--- src/rtl/dr_fetch_pkg.sv ---
// Shared state encoding, data-register control codes and counter width
// for the data-register fetch sequencer.
package dr_fetch_pkg;

  // Wide enough to count up to four bytes.
  localparam int DR_CNT_W = 3;

  typedef enum logic [1:0] {
    ST_IDLE   = 2'd0,
    ST_ISSUE  = 2'd1,
    ST_DRAIN  = 2'd2,
    ST_FINISH = 2'd3
  } fetch_state_t;

  localparam logic [1:0] DR_FS_SEXT = 2'b00;
  localparam logic [1:0] DR_FS_ZEXT = 2'b01;
  localparam logic [1:0] DR_FS_SHL  = 2'b10;
  localparam logic [1:0] DR_FS_SHR  = 2'b11;

  function automatic logic [1:0] first_funsel(input logic is_signed);
    return is_signed ? DR_FS_SEXT : DR_FS_ZEXT;
  endfunction

endpackage

--- src/rtl/dr_fetch_addr_gen.sv ---
// Read address counter (start, step, direction, modulo wrap) plus counters
// of bytes issued to memory and bytes returned to the data register.
module dr_fetch_addr_gen
  import dr_fetch_pkg::*;
#(
  parameter int ADDR_WIDTH = 16
)
(
  input  logic                  clk,
  input  logic                  rst_n,
  input  logic                  i_load,
  input  logic [ADDR_WIDTH-1:0] i_base,
  input  logic [1:0]            i_count,
  input  logic                  i_big_endian,
  input  logic                  i_step,
  input  logic                  i_issue,
  input  logic                  i_capture,
  output logic [ADDR_WIDTH-1:0] o_addr,
  output logic [DR_CNT_W-1:0]   o_issued,
  output logic [DR_CNT_W-1:0]   o_returned
);

  localparam logic [ADDR_WIDTH-1:0] ADDR_ONE = ADDR_WIDTH'(1);

  logic                  r_dir_up;
  logic [ADDR_WIDTH-1:0] r_addr;
  logic [DR_CNT_W-1:0]   r_issued;
  logic [DR_CNT_W-1:0]   r_returned;
  logic [ADDR_WIDTH-1:0] w_first_addr;
  logic [ADDR_WIDTH-1:0] w_next_addr;

  // The most significant byte is fetched first: lowest address for big
  // endian, highest address for little endian. Arithmetic wraps naturally.
  assign w_first_addr = i_big_endian ? i_base : i_base + ADDR_WIDTH'(i_count);
  assign w_next_addr  = r_dir_up ? r_addr + ADDR_ONE : r_addr - ADDR_ONE;

  always_ff @(posedge clk or negedge rst_n) begin
    if (!rst_n) begin
      r_dir_up   <= 1'b0;
      r_addr     <= '0;
      r_issued   <= '0;
      r_returned <= '0;
    end else if (i_load) begin
      r_dir_up   <= i_big_endian;
      r_addr     <= w_first_addr;
      r_issued   <= '0;
      r_returned <= '0;
    end else begin
      if (i_step) begin
        r_addr <= w_next_addr;
      end
      if (i_issue) begin
        r_issued <= r_issued + DR_CNT_W'(1);
      end
      if (i_capture) begin
        r_returned <= r_returned + DR_CNT_W'(1);
      end
    end
  end

  assign o_addr     = r_addr;
  assign o_issued   = r_issued;
  assign o_returned = r_returned;

endmodule

--- src/rtl/dr_fetch_sequencer.sv ---
// Fills the 32-bit data register from byte-wide memory with 1..4 pipelined reads.
// Optional alignment check: define DR_FETCH_ALIGN_CHECK_EN.
module dr_fetch_sequencer
  import dr_fetch_pkg::*;
#(
  parameter int ADDR_WIDTH = 16
)
(
  input  logic                  Clock,
  input  logic                  Reset,
  input  logic                  Start,
  input  logic [ADDR_WIDTH-1:0] Addr,
  input  logic [1:0]            Count,
  input  logic                  BigEndian,
  input  logic                  Signed,
  input  logic [7:0]            MemData,
  output logic [ADDR_WIDTH-1:0] MemAddr,
  output logic                  MemRead,
  output logic [7:0]            DRData,
  output logic [1:0]            DRFunSel,
  output logic                  DREnable,
  output logic                  Busy,
  output logic                  Done,
  output logic                  AlignErr,
  output logic [1:0]            DbgState
);

  // Handshake: Start is a one-cycle request honoured only in IDLE or in the
  // Done cycle; MemData is valid the cycle after a MemRead edge; DRData and
  // DRFunSel are meaningful only while DREnable is high.

  fetch_state_t          r_state;
  logic [1:0]            r_count;
  logic                  r_signed;
  logic                  r_pend;
  logic                  w_accept;
  logic                  w_misalign;
  logic                  w_load;
  logic                  w_last;
  logic                  w_step;
  logic [DR_CNT_W-1:0]   w_issued;
  logic [DR_CNT_W-1:0]   w_returned;
  logic [ADDR_WIDTH-1:0] w_addr;

  assign w_accept = Start && (r_state == ST_IDLE || r_state == ST_FINISH);
  assign w_load   = w_accept && !w_misalign;
  assign w_last   = (w_issued == {1'b0, r_count});
  // The address holds after the final read rather than running ahead.
  assign w_step   = MemRead && !w_last;

  dr_fetch_addr_gen #(
    .ADDR_WIDTH (ADDR_WIDTH)
  ) u_addr_gen (
    .clk          (Clock),
    .rst_n        (Reset),
    .i_load       (w_load),
    .i_base       (Addr),
    .i_count      (Count),
    .i_big_endian (BigEndian),
    .i_step       (w_step),
    .i_issue      (MemRead),
    .i_capture    (r_pend),
    .o_addr       (w_addr),
    .o_issued     (w_issued),
    .o_returned   (w_returned)
  );

  assign MemAddr  = w_addr;
  assign DbgState = r_state;

  always_ff @(posedge Clock or negedge Reset) begin
    if (!Reset) begin
      r_state  <= ST_IDLE;
      r_count  <= '0;
      r_signed <= 1'b0;
      r_pend   <= 1'b0;
      MemRead  <= 1'b0;
      DRData   <= '0;
      DRFunSel <= DR_FS_SEXT;
      DREnable <= 1'b0;
      Busy     <= 1'b0;
      Done     <= 1'b0;
    end else begin
      // r_pend marks that MemData carries a byte this cycle.
      r_pend   <= MemRead;
      DREnable <= r_pend;
      if (r_pend) begin
        DRData   <= MemData;
        DRFunSel <= (w_returned == '0) ? first_funsel(r_signed) : DR_FS_SHL;
      end
      case (r_state)
        ST_IDLE, ST_FINISH: begin
          Done <= 1'b0;
          if (w_accept) begin
            r_count  <= Count;
            r_signed <= Signed;
            Busy     <= 1'b1;
            MemRead  <= !w_misalign;
            r_state  <= w_misalign ? ST_DRAIN : ST_ISSUE;
          end else begin
            r_state <= ST_IDLE;
          end
        end
        ST_ISSUE: begin
          if (w_last) begin
            MemRead <= 1'b0;
            r_state <= ST_DRAIN;
          end
        end
        ST_DRAIN: begin
          // Once no byte is in flight the last register write has happened.
          if (!r_pend) begin
            Busy    <= 1'b0;
            Done    <= 1'b1;
            r_state <= ST_FINISH;
          end
        end
        default: r_state <= ST_IDLE;
      endcase
    end
  end

`ifdef DR_FETCH_ALIGN_CHECK_EN
  logic r_misal;
  logic r_align_err;

  assign w_misalign = (Count == 2'd1 && Addr[0]) ||
                      (Count == 2'd3 && Addr[1:0] != 2'b00);

  always_ff @(posedge Clock or negedge Reset) begin
    if (!Reset) begin
      r_misal     <= 1'b0;
      r_align_err <= 1'b0;
    end else begin
      if (w_accept) begin
        r_misal <= w_misalign;
      end
      r_align_err <= (r_state == ST_DRAIN) && !r_pend && r_misal;
    end
  end

  assign AlignErr = r_align_err;
`else
  assign w_misalign = 1'b0;
  assign AlignErr   = 1'b0;
`endif

endmodule

--- config.mk ---
export PLATFORM = sky130hd
export DESIGN_NAME = dr_fetch_sequencer
export DESIGN_NICKNAME = d
export VERILOG_FILES = /design/src/rtl/dr_fetch_pkg.sv /design/src/rtl/dr_fetch_addr_gen.sv /design/src/rtl/dr_fetch_sequencer.sv
export SDC_FILE = /design/constraint.sdc
export NUM_CORES = 1
export LEC_CHECK = 0
export CORE_AREA = 3 3 115 117
export DETAILED_ROUTE_END_ITERATION = 8
export DIE_AREA = 0 0 118 120
export GPL_TIMING_DRIVEN = 0
export RECOVER_POWER = 100
export SLEW_MARGIN = 20
export SYNTH_ARGS = -nofsm -noshare
export SYNTH_HDL_FRONTEND = slang
export SYNTH_SLANG_ARGS = --single-unit
--- constraint.sdc ---
create_clock -name Clock -period 4.2 [get_ports Clock]
set_input_delay 1.26 -clock Clock [delete_from_list [all_inputs] [get_ports Clock]]
set_output_delay 1.26 -clock Clock [all_outputs]
set_load 0.02 [all_outputs]
# --- Word level (Yosys, flattened, before mapping) ---
# Index checks and enable logic that the tools add are counted.
totals:
  register_bits: 43
  in_bits: 31
  wordCells: 64
classes:
  n_reduce_logical: 17
  add_sub_neg: 5
  eq_ne: 7
  muxes: 21
ops:
  columns: ["operator", "n"]
  rows:
  - ["two-way mux 16 bit", 4]
  - ["adder 16 x 1 -> 16 bit, second input constant", 1]
  - ["adder 16 x 2 -> 16 bit", 1]
  - ["subtractor 16 x 1 -> 16 bit, second input constant", 1]
  - ["two-way mux 3 bit", 4]
  - ["nonzero test 2 bit", 5]
  - ["adder 3 x 1 -> 3 bit, second input constant", 2]
  - ["two-way mux 1 bit", 6]
  - ["two-way mux 2 bit", 3]
  - ["one-hot mux 1 bit (2 select lines)", 3]
  - ["one-hot mux 2 bit (3 select lines)", 1]
  - ["AND reduction 2 bit", 3]
  - ["AND reduction 3 bit", 2]
  - ["== test 2 bit, second input constant", 2]
  - ["inequality test 2 bit, second input constant", 2]
  - ["== test 3 x 2 -> 1 bit", 1]
  - ["logical NOT 3 bit", 1]
  - ["== test 2 x 1 -> 1 bit, second input constant", 1]
  - ["logical AND 1 bit", 2]
  - ["logical NOT 2 bit", 1]
  - ["inequality test 2 x 1 -> 1 bit, second input constant", 1]
  - ["OR reduction 2 bit", 1]
  - ["logical NOT 1 bit", 1]
  - ["logical OR 1 bit", 1]

# --- Depth between registers and ports, before layout ---
# Gate-level depths: netlist of run 1.
logic_depth:
  word_depth: 5
  depth_mapped: 9

# --- By module ---
# Synthesis of run 1 repeated with hierarchy kept, for this count alone.
hier_totals:
  hier_cells: 316
  hier_area_um2: 3054.2
by_module_without_submodules:
  columns: ["module", "instances", "area_per_inst_um2", "cells_per_inst"]
  rows:
  - ["dr_fetch_addr_gen", 1, 2134.5, 239]
  - ["dr_fetch_sequencer", 1, 919.6, 77]

# --- Worst setup path before layout of run 1 ---
# OpenSTA, ideal clock, no wires.
synth_path:
  kind: "input to register"
  startpoint: "input port Addr[0]"
  endpoint: "register u_addr_gen.r_addr[14] (netlist: u_addr_gen.o_addr[14])"
  cell_stages: 9
  setup_slack_ps: 1055
  arrival_time_ps: 3080
  setup_time_ps: 65
  cell_sequence: "ha_1 inv_1 fa_1 and4bb_1 nand4_1 or4_4 a311oi_1 mux2i_1 nand2_1"
synth_between:
  elab_chain_cells: 3
synth_rtl:
  columns: ["item", "line", "source"]
  rows:
  - ["start, declared", "dr_fetch_sequencer.sv:12", "input logic [ADDR_WIDTH-1:0] Addr,"]
  - ["adder 16 x 2 -> 16 bit", "dr_fetch_addr_gen.sv:34", "assign w_first_addr = i_big_endian ? i_base : i_base + ADDR_WIDTH'(i_count);"]
  - ["two-way mux 16 bit", "dr_fetch_addr_gen.sv:34", null]
  - ["two-way mux 16 bit", "dr_fetch_addr_gen.sv:43", "end else if (i_load) begin"]
  - ["end signal, assigned", "dr_fetch_addr_gen.sv:45", "r_addr <= w_first_addr;"]
  - ["end signal, assigned", "dr_fetch_addr_gen.sv:50", "r_addr <= w_next_addr;"]
  - ["end, declared", "dr_fetch_addr_gen.sv:26", "logic [ADDR_WIDTH-1:0] r_addr;"]
# No other way between the ends.
# A chain may end at the register's enable or synchronous reset.

# --- Worst setup path after layout of run 1 ---
layout_path:
  startpoint: "input port Count[0]"
  endpoint: "register u_addr_gen.r_addr[14] (netlist: u_addr_gen.o_addr[14])"
layout_between:
  elab_chain_cells: 3
layout_rtl:
  columns: ["item", "line", "source"]
  rows:
  - ["start, declared", "dr_fetch_sequencer.sv:13", "input logic [1:0] Count,"]
  - ["adder 16 x 2 -> 16 bit", "dr_fetch_addr_gen.sv:34", null]
  - ["two-way mux 16 bit", "dr_fetch_addr_gen.sv:34", null]
  - ["two-way mux 16 bit", "dr_fetch_addr_gen.sv:43", null]
# No other way between the ends.

==> results of run 1 <==
## state kept, by name, indices dropped and copies added, names as in the netlist, 2 cells and up
register / flops
u_addr_gen.o_issued: 3
DRFunSel: 2
DRData: 8
u_addr_gen.o_addr: 16
u_addr_gen.o_returned: 3
DbgState: 2
r_count: 2
## layout make-up
cell class,count,area share [%]
well taps,172,5.48
clock buffers,5,3.19
flip-flops and latches,43,27.4
clock inverters,3,1.18
multi-input cells,253,43.9
inverters,17,1.63
repair buffers,63,15.7
plain buffers,14,1.43
## worst max path at each step
stage              from                                end  slack [ns]  cells after the start
2_1_floorplan   Addr[0]  u_addr_gen.o_addr[14]$_DFFE_PN0P_        1.06                      9
3_3_place_gp   Count[0]  u_addr_gen.o_addr[14]$_DFFE_PN0P_        0.35                     10
5_1_grt        Count[0]  u_addr_gen.o_addr[14]$_DFFE_PN0P_        0.27                     10
3_5_place_dp   Count[0]  u_addr_gen.o_addr[14]$_DFFE_PN0P_        0.30                     10
6_report       Count[0]  u_addr_gen.o_addr[14]$_DFFE_PN0P_        0.46                     10
4_1_cts        Count[0]  u_addr_gen.o_addr[14]$_DFFE_PN0P_        0.59                     10
## layout by cell type, fill, tap and decap left out, types with 2 or more instances in the layout
cell type        instances
nor3_1                   5
mux2_2                   9
dfrtp_1                 43
o221ai_1                 3
o41ai_1                  2
nand3_1                 11
a211oi_1                 4
nor2_1                  23
nor3b_1                  2
xor2_1                  11
a21oi_1                 18
a21boi_0                 2
and4_1                   2
nand2_1                 40
o21ai_0                 17
clkbuf_16                5
a31oi_1                  7
o21bai_1                 2
xnor2_1                 17
dlygate4sd3_1           41
nand4_1                  8
nand2b_1                 2
nor2b_1                  2
o31ai_1                  4
and3_1                   4
clkdlybuf4s50_1         20
fa_1                     2
ha_1                    21
and2_1                   4
inv_1                   17
clkbuf_1                15
o21ai_1                  5
mux2i_1                  7
## cell families (layout without fill, tap and decap cells)
family | count (synthesis) | after routing | synth area share [%]
and+or+nand+nor | 109 | 109 | 18.1
buffers and inverters | 31 | 102 | 4.10
DFF | 43 | 43 | 36.7
xor gates and xnor gates | 28 | 28 | 8.37
muxes | 16 | 16 | 5.85
adders and majority gates | 23 | 23 | 10.3
other | 1 | 1 | 0.128
AOI/OAI and AO/OA | 76 | 76 | 16.4
## per-layer routing
layer	track usage [%]	up-vias
met2	18.1	68
met3	1.51	10
met5	0	-
li1	-	1308
met4	3.88	0
met1	15.7	1266
## worst max-delay path, stage by stage
cell           delay (ns)
dlygate4sd3_1        0.57
ha_1                 0.18
inv_1                0.06
fa_1                 0.38
and4bb_1             0.31
nand4_1              0.21
or4_1                0.51
a311oi_1             0.29
mux2i_1              0.11
nand2_1              0.07
## report_power, final
part	internal, mW	total (mW)	switching [mW]
Combinational	1.05	2.52	1.47
Sequential	0.613	0.755	0.142
Clock	0.283	0.451	0.168
Total	1.94	3.72	1.78
## per-stage QoR
step | area (sq um) | utilization, % | worst slack [ns] | instances | power [mW]
4_1_cts | 3950 | 31.7 | 0.588 | 570 | 3.79
3_3_place_gp | 3770 | 30.2 | 0.347 | 561 | 3.28
2_1_floorplan | 2930 | - | 1.06 | 327 | 2.57
6_report | 3930 | 31.5 | 0.458 | 570 | 3.72
3_5_place_dp | 3780 | 30.3 | 0.296 | 562 | 3.32
5_1_grt | 3930 | 31.5 | 0.265 | 570 | 4.08
==> qor.csv, run 1 <==
metric,value,unit
drive_above_1_share,4.52,%
path_clk_slew,0.06,ns
clkSinkCount,43,
yosysTopAreaCell,dfrtp_1,
cts_made_buffers,5,
r2r-end,u_addr_gen.o_addr[12]$_DFFE_PN0P_,
core,12500,sq um
vias,2652,
synth_edf_count,0,
syn-cell-area,2930,sq um
synthFlopType,dfrtp_1,
remaining_drc_errors,0,
drt-total-wl,8020,um
whs,0.375,ns
p_leak,1.64,nW
yosys_register_bits,43,
crit_fanout,3,
root_buffer,clkbuf_16,
wl_met1,3950,um
die_w,118,um
hold_start,r_pend$_DFF_PN0_,
drtIter0Drc,147,
initial_core_util,23.5,%
avgSynthCellArea,8.96,sq um
placementRows,41,
r2r-start,u_addr_gen.r_dir_up$_DFFE_PN0P_,
route.met2.wl,3630,um
synthCells,327,
die_h,120,um
synth_commonest_cells,"43 x dfrtp_1, 40 x nand2_1, 23 x nor2_1",
fmax,0.267,GHz
fin_skew,0.00626,ns
insertion_delay,0.28,ns
critical_path_class,in -> reg,
reg2reg_slack,1.34,ns
seqCellArea,1080,sq um
ys_seq_area_share,36.7,%
p_per_area,948,nW/um^2
n_fill_cell,1306,
rsz0062_at_grt,false,
avgRoutedWirePerCell,14.1,um
fin_tns_setup,0,ns
holdBufCountCts,0,
io_buffers,62,
routed.top_layer,met4,
grt_pass1_wl,13100,um
synth_nets,381,
synth_top_area_share,36.7,%
async_flop_share,100,%
ios,64,
holdCritPathClass,reg -> reg,
clockBufferDepth,2,
antenna_found_initial,0,
ys_types,52,
synthMostInstantiatedCell,dfrtp_1,
drv_cap,1,
status,finished with violations,
tritoncts,done,
grt_use_total,11.3,%
area_growth,34.0,%
hold_viol_final,0,
finalCritPeriodShare,89.1,%
yosys-top-cells-area,"dfrtp_1 37%, ha_1 9.0%, nand2_1 5.1%",
die-area,14200,sq um
final_nets,451,
place.gp.congestion,0.921,
final_antenna_net_count,0,
start_kind,input pin,
dp_hpwl,6250,um
timing.final.crit_period,3.74,ns
crit_arrival,3.96,ns
whs_endpoint,DREnable$_DFF_PN0_,
grt_pass1_vias,2612,
slew_headroom,-9.47,%
multi_input_area,1730,sq um
vias_per_cell,4.65,
grt_overflow,0,
ir_drop,0.353,mV
n_antenna_cell,0,
firstDrtPassIters,4,
reg2reg_depth,8,
worst_pin_slew,1.64,ns
violations,"max-capacitance violations, max-slew violations",
synth_warnings,0,
wl_met3,320,um
final_max_slew_viol_count,32,
cts_max_level,2,
critPathCaptureType,flop,
worstHoldPathCells,0,
setup_viol,0,
postCtsSetupBuffers,0,
crit_required,4.42,ns
cts_resized,0,
grt_max_degree,32,
(Power assumes the default switching activity.)
==> inputs of run 2 (changes only) <==
- CORE_AREA: 3 3 115 117 -> 2 2 114 116
- CTS_CLUSTER_SIZE: not set -> 12
- DIE_AREA: 0 0 118 120 -> 0 0 116 118
==> run 2 against run 1 <==
Compared with the run above: the flow now finishes without violations; maximum frequency up 0.73%; combinational power is essentially flat; clock-buffer cell count is the same; first-iteration DRC count is 14% lower; via count fell by 0.41%; register-to-register slack better by 0.05 ns; sequential cell count is the same; utilization is 0.13 points higher; worst hold slack gained 0.0032 ns; critical path type unchanged.
==> qor.csv, run 2 (synthesized netlist as in run 1, its figures left out) <==
metric,value,unit,change
grt_max_degree,23,,was 32
initial_core_util,23.6,%,was 23.5%
die_w,116,um,was 118 um
antenna_found_initial,0,,unchanged
grt_pass1_wl,13200,um,was 13100 um
io_buffers,62,,unchanged
placementRows,41,,unchanged
root_buffer,clkbuf_16,,unchanged
n_fill_cell,1341,,was 1306
ir_drop,0.268,mV,was 0.353 mV
fin_cells,570,,unchanged
vias_per_cell,4.63,,was 4.65
area_growth,34.0,%,unchanged
holdCritPathClass,reg -> reg,,unchanged
hold_viol_final,0,,unchanged
largest_reg_flops,16,,unchanged
clkSinkCount,43,,unchanged
timing.final.crit_period,3.72,ns,was 3.74 ns
worst_pin_slew,1.21,ns,was 1.64 ns
critPathCaptureType,flop,,unchanged
clockBufferDepth,2,,unchanged
rsz0062_at_grt,false,,unchanged
cts_made_buffers,5,,unchanged
dp_hpwl,6290,um,was 6250 um
die-area,13700,sq um,was 14200 sq um
insertion_delay,0.29,ns,was 0.28 ns
finalCritPeriodShare,88.5,%,was 89.1%
fin_skew,0.00536,ns,was 0.00626 ns
grt_use_total,12.3,%,was 11.3%
ios,64,,unchanged
die_h,118,um,was 120 um
slew_headroom,19.3,%,was -9.47%
post-place-ws,0.305,ns,was 0.296 ns
grtUsageMet3,2.52,%,was 1.51%
grt_overflow,0,,unchanged
setup_viol,0,,unchanged
place_inst,562,,unchanged
crit_fanout,3,,unchanged
holdBufCountCts,0,,unchanged
mostFrequentLayoutCells,"43 x dfrtp_1, 41 x dlygate4sd3_1, 40 x nand2_1",,unchanged
tritoncts,done,,unchanged
n_antenna_cell,0,,unchanged
p_leak,1.64,nW,unchanged
postCtsSetupBuffers,0,,unchanged
remaining_drc_errors,0,,unchanged
vias,2641,,was 2652
cpPeakStageDelay,0.57,ns,about the same
firstDrtPassIters,4,,unchanged
crit_family,simple AND/OR/NAND/NOR gates,,unchanged
fmax,0.269,GHz,was 0.267 GHz
crit_required,4.43,ns,was 4.42 ns
core,12400,sq um,was 12500 sq um
grt.met2_usage,19.1,%,was 18.1%
drtIter0Drc,126,,was 147
drive_above_1_share,4.52,%,unchanged
final_core_util,31.6,%,was 31.5%
final_antenna_net_count,0,,unchanged
use_met1,16.5,%,was 15.7%
grt_pass1_vias,2584,,was 2612
crit_chain,dlygate4sd3_1 -> ha_1 -> inv_1 -> fa_1 -> and4bb_1 -> nand4_1 -> or4_1 -> a311oi_1 -> mux2i_1 -> nand2_1,,unchanged
status,finished clean,,was finished with violations
mostFrequentLayoutCell,dfrtp_1,,unchanged
final_nets,451,,unchanged
crit_arrival,3.95,ns,was 3.96 ns
final_max_slew_viol_count,0,,was 32
grt_busiest_layer,met2,,unchanged
cts_resized,0,,unchanged
drt-total-wl,8100,um,was 8020 um
layout_setup_ws,0.485,ns,was 0.458 ns
p_per_area,956,nW/um^2,was 948 nW/um^2
critical_path_class,in -> reg,,unchanged
cts_max_level,2,,unchanged
critPathBufInv,2,,unchanged
place.gp.congestion,0.897,,was 0.921
avgRoutedWirePerCell,14.2,um,was 14.1 um
fin_tns_setup,0,ns,unchanged
drv_cap,0,,was 1
start_kind,input pin,,unchanged
path_clk_slew,0.06,ns,about the same
crit_slowest_cell,dlygate4sd3_1,,unchanged
run 2: cell counts in the layout (fill, tap and decap cells not counted):
No cell type changed its count.
run 2: cell type report:
| type | instances | area (sq um) | share of cell area (%) |
|---|---|---|---|
| Multi-Input combinational cell | 253 | 1730 | 43.9 |
| Sequential cell | 43 | 1080 | 27.4 |
| Buffer | 14 | 56.3 | 1.43 |
| Inverter | 17 | 63.8 | 1.63 |
| Timing Repair Buffer | 63 | 618 | 15.7 |
| Clock inverter | 3 | 46.3 | 1.18 |
| Clock buffer | 5 | 125 | 3.19 |
| Tap cell | 172 | 215 | 5.48 |
run 2: path summary, 6_finish.rpt:
path | from | end | slack (ns) | cells after the start
max | Count[0] | u_addr_gen.o_addr[14]$_DFFE_PN0P_ | 0.48 | 10
min in group asynchronous | Reset | u_addr_gen.o_issued[2]$_DFFE_PN0P_ | 1.20 | 1
max in group asynchronous | Reset | u_addr_gen.o_returned[2]$_DFFE_PN0P_ | 1.38 | 2
min | r_pend$_DFF_PN0_ | DREnable$_DFF_PN0_ | 0.38 | 0
max reg2reg | u_addr_gen.r_dir_up$_DFFE_PN0P_ | u_addr_gen.o_addr[12]$_DFFE_PN0P_ | 1.39 | 8
min reg2reg | r_pend$_DFF_PN0_ | DREnable$_DFF_PN0_ | 0.38 | 0
run 2: power breakdown:
group          leakage, nW  switching, mW  internal, mW  total, mW
logic                 1.06           1.50          1.05       2.55
clock network       0.0804          0.171         0.283      0.454
registers            0.504          0.142         0.613      0.755
total                 1.64           1.81          1.94       3.76
run 2: through the flow:
stage	power, mW	cell area (sq um)	hold slack, ns
floorplan	2.57	2930	0.352
global placement	3.26	3770	0.355
detailed placement	3.33	3790	0.370
CTS	3.81	3960	0.385
global route	4.10	3930	0.406
finish	3.76	3930	0.378
run 2: metal layers:
metal  part of all wire (%)  vias up  routed length, um
li1                       -     1306                  -
met1                     47     1268               3830
met2                     47       60               3810
met3                    4.1        7                336
met4                    1.6        0                133
met5                      0        -                  0
